<file path="config.mk">
export PLATFORM = sky130hd
export DESIGN_NAME = hilo_muldiv
export DESIGN_NICKNAME = d
export VERILOG_FILES = /design/src/rtl/hilo_muldiv.sv
export SDC_FILE = /design/constraint.sdc
export NUM_CORES = 2
export LEC_CHECK = 0
export CAP_MARGIN = 10
export CORE_MARGIN = 4
export CORE_UTILIZATION = 55
export DETAILED_ROUTE_END_ITERATION = 8
export DONT_BUFFER_PORTS = 1
export PLACE_DENSITY_LB_ADDON = 0.25
export SYNTH_ARGS = -nofsm -noshare
export SYNTH_HDL_FRONTEND = slang
export SYNTH_SLANG_ARGS = --single-unit
</file>
<file path="constraint.sdc">
create_clock -name clk -period 29 [get_ports clk]
set_clock_uncertainty 0.05 [all_clocks]
set_input_delay 2.9 -clock clk [delete_from_list [all_inputs] [get_ports clk]]
set_output_delay 2.9 -clock clk [all_outputs]
set_load 0.005 [all_outputs]
</file>
<file path="src/rtl/hilo_muldiv.sv">
`default_nettype none
// ============================================================================
//  Module      : hilo_muldiv
//  Description : HI/LO register pair with a single-cycle multiplier and a
//                32-iteration radix-2 restoring divider for the MIPS core.
//                Raises a stall while a division is in flight.
//  Revision    : 1.0 - initial release
// ============================================================================
module hilo_muldiv #(
    parameter int DIV_ITERS = 32
) (
    input  logic        clk,
    input  logic        rst_n,
    input  logic        valid_i,
    input  logic [5:0]  funct_i,
    input  logic [31:0] rs_i,
    input  logic [31:0] rt_i,
    output logic [31:0] hi_o,
    output logic [31:0] lo_o,
    output logic        busy_o,
    output logic        stall_o
);

    localparam logic [5:0] c_FUNCT_MFHI  = 6'h10;
    localparam logic [5:0] c_FUNCT_MTHI  = 6'h11;
    localparam logic [5:0] c_FUNCT_MFLO  = 6'h12;
    localparam logic [5:0] c_FUNCT_MTLO  = 6'h13;
    localparam logic [5:0] c_FUNCT_MULT  = 6'h18;
    localparam logic [5:0] c_FUNCT_MULTU = 6'h19;
    localparam logic [5:0] c_FUNCT_DIV   = 6'h1A;
    localparam logic [5:0] c_FUNCT_DIVU  = 6'h1B;

    localparam int c_CNT_W = $clog2(DIV_ITERS + 1);

    typedef enum logic [1:0] {
        S_IDLE    = 2'd0,
        S_DIV_RUN = 2'd1,
        S_DIV_FIX = 2'd2
    } state_t;

    state_t               r_state;
    logic [31:0]          r_hi;
    logic [31:0]          r_lo;
    logic                 r_busy;
    logic [31:0]          r_divisor;   // divisor magnitude
    logic [31:0]          r_quo;       // dividend bits shift out, quotient bits shift in
    logic [31:0]          r_rem;       // partial remainder
    logic [c_CNT_W-1:0]   r_cnt;
    logic                 r_neg_q;
    logic                 r_neg_r;
    logic                 r_dbz;
    logic [31:0]          r_rs_orig;

    logic                 w_legal;
    logic                 w_accept;
    logic                 w_is_div;
    logic [31:0]          w_rs_mag;
    logic [31:0]          w_rt_mag;
    logic                 w_mul_signed;
    logic [63:0]          w_mul_a;
    logic [63:0]          w_mul_b;
    logic [63:0]          w_product;
    logic [32:0]          w_shift;
    logic                 w_ge;
    logic [31:0]          w_diff;
    logic [31:0]          w_rem_next;
    logic [31:0]          w_quo_fix;
    logic [31:0]          w_rem_fix;

    // Decode whether the presented funct belongs to this unit
    always_comb begin
        w_legal = 1'b0;
        case (funct_i)
            c_FUNCT_MFHI, c_FUNCT_MTHI, c_FUNCT_MFLO, c_FUNCT_MTLO,
            c_FUNCT_MULT, c_FUNCT_MULTU, c_FUNCT_DIV, c_FUNCT_DIVU:
                w_legal = 1'b1;
            default:
                w_legal = 1'b0;
        endcase
    end

    assign w_accept = valid_i & ~r_busy & w_legal;
    assign w_is_div = (funct_i == c_FUNCT_DIV);

    // Signed division works on magnitudes; 0x80000000 maps onto itself,
    // which is the correct unsigned magnitude.
    assign w_rs_mag = (w_is_div && rs_i[31]) ? (~rs_i + 32'd1) : rs_i;
    assign w_rt_mag = (w_is_div && rt_i[31]) ? (~rt_i + 32'd1) : rt_i;

    // Sign-extending to 64 bits makes the low 64 bits of the product the
    // signed result for MULT and the unsigned result for MULTU.
    assign w_mul_signed = (funct_i == c_FUNCT_MULT);
    assign w_mul_a      = {{32{w_mul_signed & rs_i[31]}}, rs_i};
    assign w_mul_b      = {{32{w_mul_signed & rt_i[31]}}, rt_i};
    assign w_product    = w_mul_a * w_mul_b;

    // One restoring step: shift in the next dividend bit and trial-subtract.
    // When the trial succeeds the difference is below the divisor, so a
    // 32-bit subtraction is exact.
    assign w_shift    = {r_rem, r_quo[31]};
    assign w_ge       = (w_shift >= {1'b0, r_divisor});
    assign w_diff     = w_shift[31:0] - r_divisor;
    assign w_rem_next = w_ge ? w_diff : w_shift[31:0];

    assign w_quo_fix = r_neg_q ? (~r_quo + 32'd1) : r_quo;
    assign w_rem_fix = r_neg_r ? (~r_rem + 32'd1) : r_rem;

    // Issue handling, HI/LO updates and the division sequencer
    always_ff @(posedge clk) begin
        if (!rst_n) begin
            r_state   <= S_IDLE;
            r_hi      <= 32'd0;
            r_lo      <= 32'd0;
            r_busy    <= 1'b0;
            r_divisor <= 32'd0;
            r_quo     <= 32'd0;
            r_rem     <= 32'd0;
            r_cnt     <= '0;
            r_neg_q   <= 1'b0;
            r_neg_r   <= 1'b0;
            r_dbz     <= 1'b0;
            r_rs_orig <= 32'd0;
        end else begin
            case (r_state)
                S_IDLE: begin
                    if (w_accept) begin
                        case (funct_i)
                            c_FUNCT_MTHI: r_hi <= rs_i;
                            c_FUNCT_MTLO: r_lo <= rs_i;
                            c_FUNCT_MULT, c_FUNCT_MULTU: begin
                                r_hi <= w_product[63:32];
                                r_lo <= w_product[31:0];
                            end
                            c_FUNCT_DIV, c_FUNCT_DIVU: begin
                                r_divisor <= w_rt_mag;
                                r_quo     <= w_rs_mag;
                                r_rem     <= 32'd0;
                                r_neg_q   <= w_is_div & (rs_i[31] ^ rt_i[31]);
                                r_neg_r   <= w_is_div & rs_i[31];
                                r_dbz     <= (rt_i == 32'd0);
                                r_rs_orig <= rs_i;
                                r_cnt     <= c_CNT_W'(DIV_ITERS);
                                r_busy    <= 1'b1;
                                r_state   <= S_DIV_RUN;
                            end
                            default: ;
                        endcase
                    end
                end
                S_DIV_RUN: begin
                    r_rem <= w_rem_next;
                    r_quo <= {r_quo[30:0], w_ge};
                    r_cnt <= r_cnt - c_CNT_W'(1);
                    if (r_cnt == c_CNT_W'(1)) begin
                        r_state <= S_DIV_FIX;
                    end
                end
                S_DIV_FIX: begin
                    r_hi    <= r_dbz ? r_rs_orig : w_rem_fix;
                    r_lo    <= r_dbz ? 32'hFFFF_FFFF : w_quo_fix;
                    r_busy  <= 1'b0;
                    r_state <= S_IDLE;
                end
                default: begin
                    r_busy  <= 1'b0;
                    r_state <= S_IDLE;
                end
            endcase
        end
    end

    assign hi_o    = r_hi;
    assign lo_o    = r_lo;
    assign busy_o  = r_busy;
    assign stall_o = valid_i & r_busy;

endmodule
`default_nettype wire

</file>
==> results.yml <==
setup_path:
  cp-start-kind: "primary input"
  path_delay_family: "adder cells"
  end_kind: "register"
  path_class: "in -> reg"
  max_stage_delay_ns: 0.63
  crit_top_cell: "fa_1"
  critPathRequiredTime_ns: 29.40
  cp_num_buf_inv: 5
  crit_fanout: 63
  crit_arrival_ns: 13.00
  crit_path_start: "funct_i[2]"
  reg2reg_from: "r_rem[0]"
  slowest_stage: "fa_1"
layout:
  n_antenna_cell: 0
  fillers: 8281
  fin_cells: 6883
  drive_above_1_share_pct: 2.06
  area_delta_synth_final_pct: 2.03
  multi_input_area_um2: 41200
  layout.area.seq_um2: 4090
  nets: 7075
clock_network:
  post_cts_resized: 0
  cts_buffers: 23
  cts_tree: "built"
  clkLatencyLatePin_ns: 0.52
  cts.sinks: 204
  h-tree-depth: 1
  cts_setup_buffers: 0
  clk_pin_slew_ns: 0.06
  ctsRootBufferMaster: "clkbuf_16"
  clock_path_buffers: 3
  cts_hold_buf: 0
global_route:
  antenna_found_initial: 6
  grt_pass1_vias: 42600
  globalRouteOverflowTotal: 0
  grt_pass1_wl_mm: 249
  grt_usage_pct: 32.6
  grt_max_degree: 117
sta:
  drv_slew: 0
  hold_viol: 0
  worstMarginPinSlew_ns: 1.22
  min_period_over_period_pct: 43.5
  worst_slack_ns: 16.40
  rsz0062_at_grt: "false"
  fin_crit_ns: 12.60
  slew_headroom_pct: 18.8
  setup_viol: 0
  finalSetupTns_ns: 0
  max_freq_mhz: 79.3
min_path:
  min_path_type: "reg -> reg"
  min_from: "r_divisor[26]"
detailed_routing:
  vias: 40500
  drc: 0
  vias_per_cell: 5.88
  first_pass_iters: 6
  detail_route.wirelength_mm: 158
  antenna_left: 0
  drt_iter0_markers: 3574
  wl_per_cell_um: 22.9
logic_synthesis:
  synth_ff_type: "dfxtp_1"
  synth_area_per_cell_um2: 8.58
  ys_warn_count: 0
  synth_cell_types: 86
  syn-num-nets: 7420
  ys_ff_latch: 204
  synth-edff-count: 0
  synth_area_um2: 51200
  synth-seq-area-share_pct: 7.98
  syn-instance-count: 5970
  postSynth.asyncResetShare_pct: 0
die:
  core_um2: 91900
  start_util_pct: 55.7
  die_area_um2: 98000
  die_width_um: 313
  pin_count: 139
  die_y_um: 313
  num_rows: 111
job:
  cap_viol_max_count: 0
placed_design:
  gp_congestion: 0.944
  dp_worst_setup_slack_ns: 16.03
  place_inst: 6843
  port_buffers: 0
  dp_hpwl_mm: 115
status:
  status: "finished clean"
-- path summary, 6_finish.rpt --
check / slack, ns / cells after the start / to
setup / recovery: 16.40 / 29 / hi_o[24]
hold / removal: 0.41 / 2 / r_divisor[26]
setup reg to reg: 24.80 / 12 / r_rem[29]
hold reg to reg: 0.41 / 2 / r_divisor[26]
-- registers in the layout, summed over array words and instances (netlist names) --
name / cells
r_quo: 32
busy_o: 1
lo_o: 32
r_rs_orig: 32
r_cnt: 6
r_dbz: 1
r_neg_q: 1
r_state: 2
hi_o: 32
r_neg_r: 1
r_rem: 32
r_divisor: 32
-- worst register-to-register path, stage by stage (launching register included) --
cell	delay, ns
dfxtp_1	0.50
ha_1	0.31
nor2b_1	0.15
o31a_1	0.28
o31ai_1	0.35
a21oi_1	0.23
a31o_2	0.36
a21oi_1	0.22
nor2_1	0.13
o21ai_4	0.42
buf_4	0.48
nand2b_1	0.42
o21ai_0	0.16
-- Yosys cell counts, types with 11 or more instances --
master    number  share of area, %
a211oi_1      36              0.53
a22oi_1       37              0.54
buf_1         62              0.45
or4_1         12              0.18
fa_1        1126                44
nand3_1       52              0.51
o21bai_1      18              0.26
nand4_1       13              0.16
nand2_1     1020               7.5
a32oi_1       12              0.21
o21ai_1       33              0.32
nor4_1        12              0.15
xor2_1        92               1.6
a21boi_0      41              0.60
a21o_1        51              0.75
ha_1         251               6.1
a221oi_1      14              0.24
and3_1        38              0.46
xnor2_1      119               2.0
o211ai_1      19              0.28
mux2i_1       28              0.55
or3_1         27              0.33
nor3_1        37              0.36
inv_1       1199               8.8
o21a_1        21              0.31
nand2b_1      11              0.13
o221ai_1      22              0.38
o41ai_1       13              0.22
nor2b_1       14              0.17
a31oi_1       22              0.27
dfxtp_1      204               8.0
or2_2         13              0.16
a21oi_1      184               1.8
nor2_1       170               1.2
o31ai_1       33              0.48
o21ai_0      155               1.5
clkbuf_1     322               2.4
and2_1       323               3.9
-- layout make-up --
class | instances | area share (%)
Sequential cell | 204 | 7.82
Clock inverter | 10 | 0.244
Tap cell | 1243 | 2.98
Clock buffer | 30 | 1.23
Timing Repair Buffer | 22 | 0.316
Inverter | 1200 | 8.62
Multi-Input combinational cell | 4174 | 78.8
-- layer usage --
metal	wire [um]	global-route usage, %	up-vias
met4	6780	10.7	0
met2	72300	52.8	1983
met1	61300	42.9	20700
met5	0	0	-
met3	17200	8.73	386
li1	-	-	17400
-- layout by cell type (no fill, tap or decap), types with 11 or more instances in the layout --
cell,netlist,final
xnor2_1,119,119
nand2b_1,11,11
o21bai_1,18,18
mux2i_1,28,28
dfxtp_1,204,203
and3_1,38,38
ha_1,251,251
a31oi_1,22,22
a22oi_1,37,37
a21o_1,51,51
nor4_1,12,12
o211ai_1,19,19
a211oi_1,36,36
o31ai_1,33,33
nor2_1,170,166
inv_1,1199,1199
or4_1,12,12
a32oi_1,12,12
or2_2,13,13
nor3_1,37,36
nor2b_1,14,12
o221ai_1,22,22
o41ai_1,13,13
or3_1,27,26
clkbuf_16,0,23
o21a_1,21,21
nand2_1,1020,1019
a21boi_0,41,41
nand3_1,52,52
fa_1,1126,1126
a21oi_1,184,184
xor2_1,92,92
buf_4,2,22
nand4_1,13,13
o21ai_0,155,155
and2_1,323,323
a221oi_1,14,14
o21ai_1,33,33
-- cells by family (layout without fill, tap and decap cells) --
| kind of cell | Yosys count | count (layout) | share of synthesized area (%) |
|---|---|---|---|
| compound gates | 778 | 778 | 9.97 |
| xor+xnor | 211 | 211 | 3.61 |
| fa+ha+maj | 1377 | 1377 | 50.2 |
| buf+inv | 1592 | 1262 | 11.7 |
| flops | 204 | 204 | 7.98 |
| mux | 34 | 34 | 0.679 |
| simple gates | 1774 | 1774 | 15.9 |
-- metrics by stage --
stage	util, %	hold WS, ns	instance area, um^2
5_1_grt	56.8	0.422	52200
3_5_place_dp	56.0	0.396	51500
3_3_place_gp	56.0	0.391	51500
2_1_floorplan	-	0.381	51200
4_1_cts	56.8	0.405	52200
6_report	56.8	0.408	52200
Power is not shown: default switching activity piles up to over one toggle a cycle in this logic, so the estimate is an artifact.
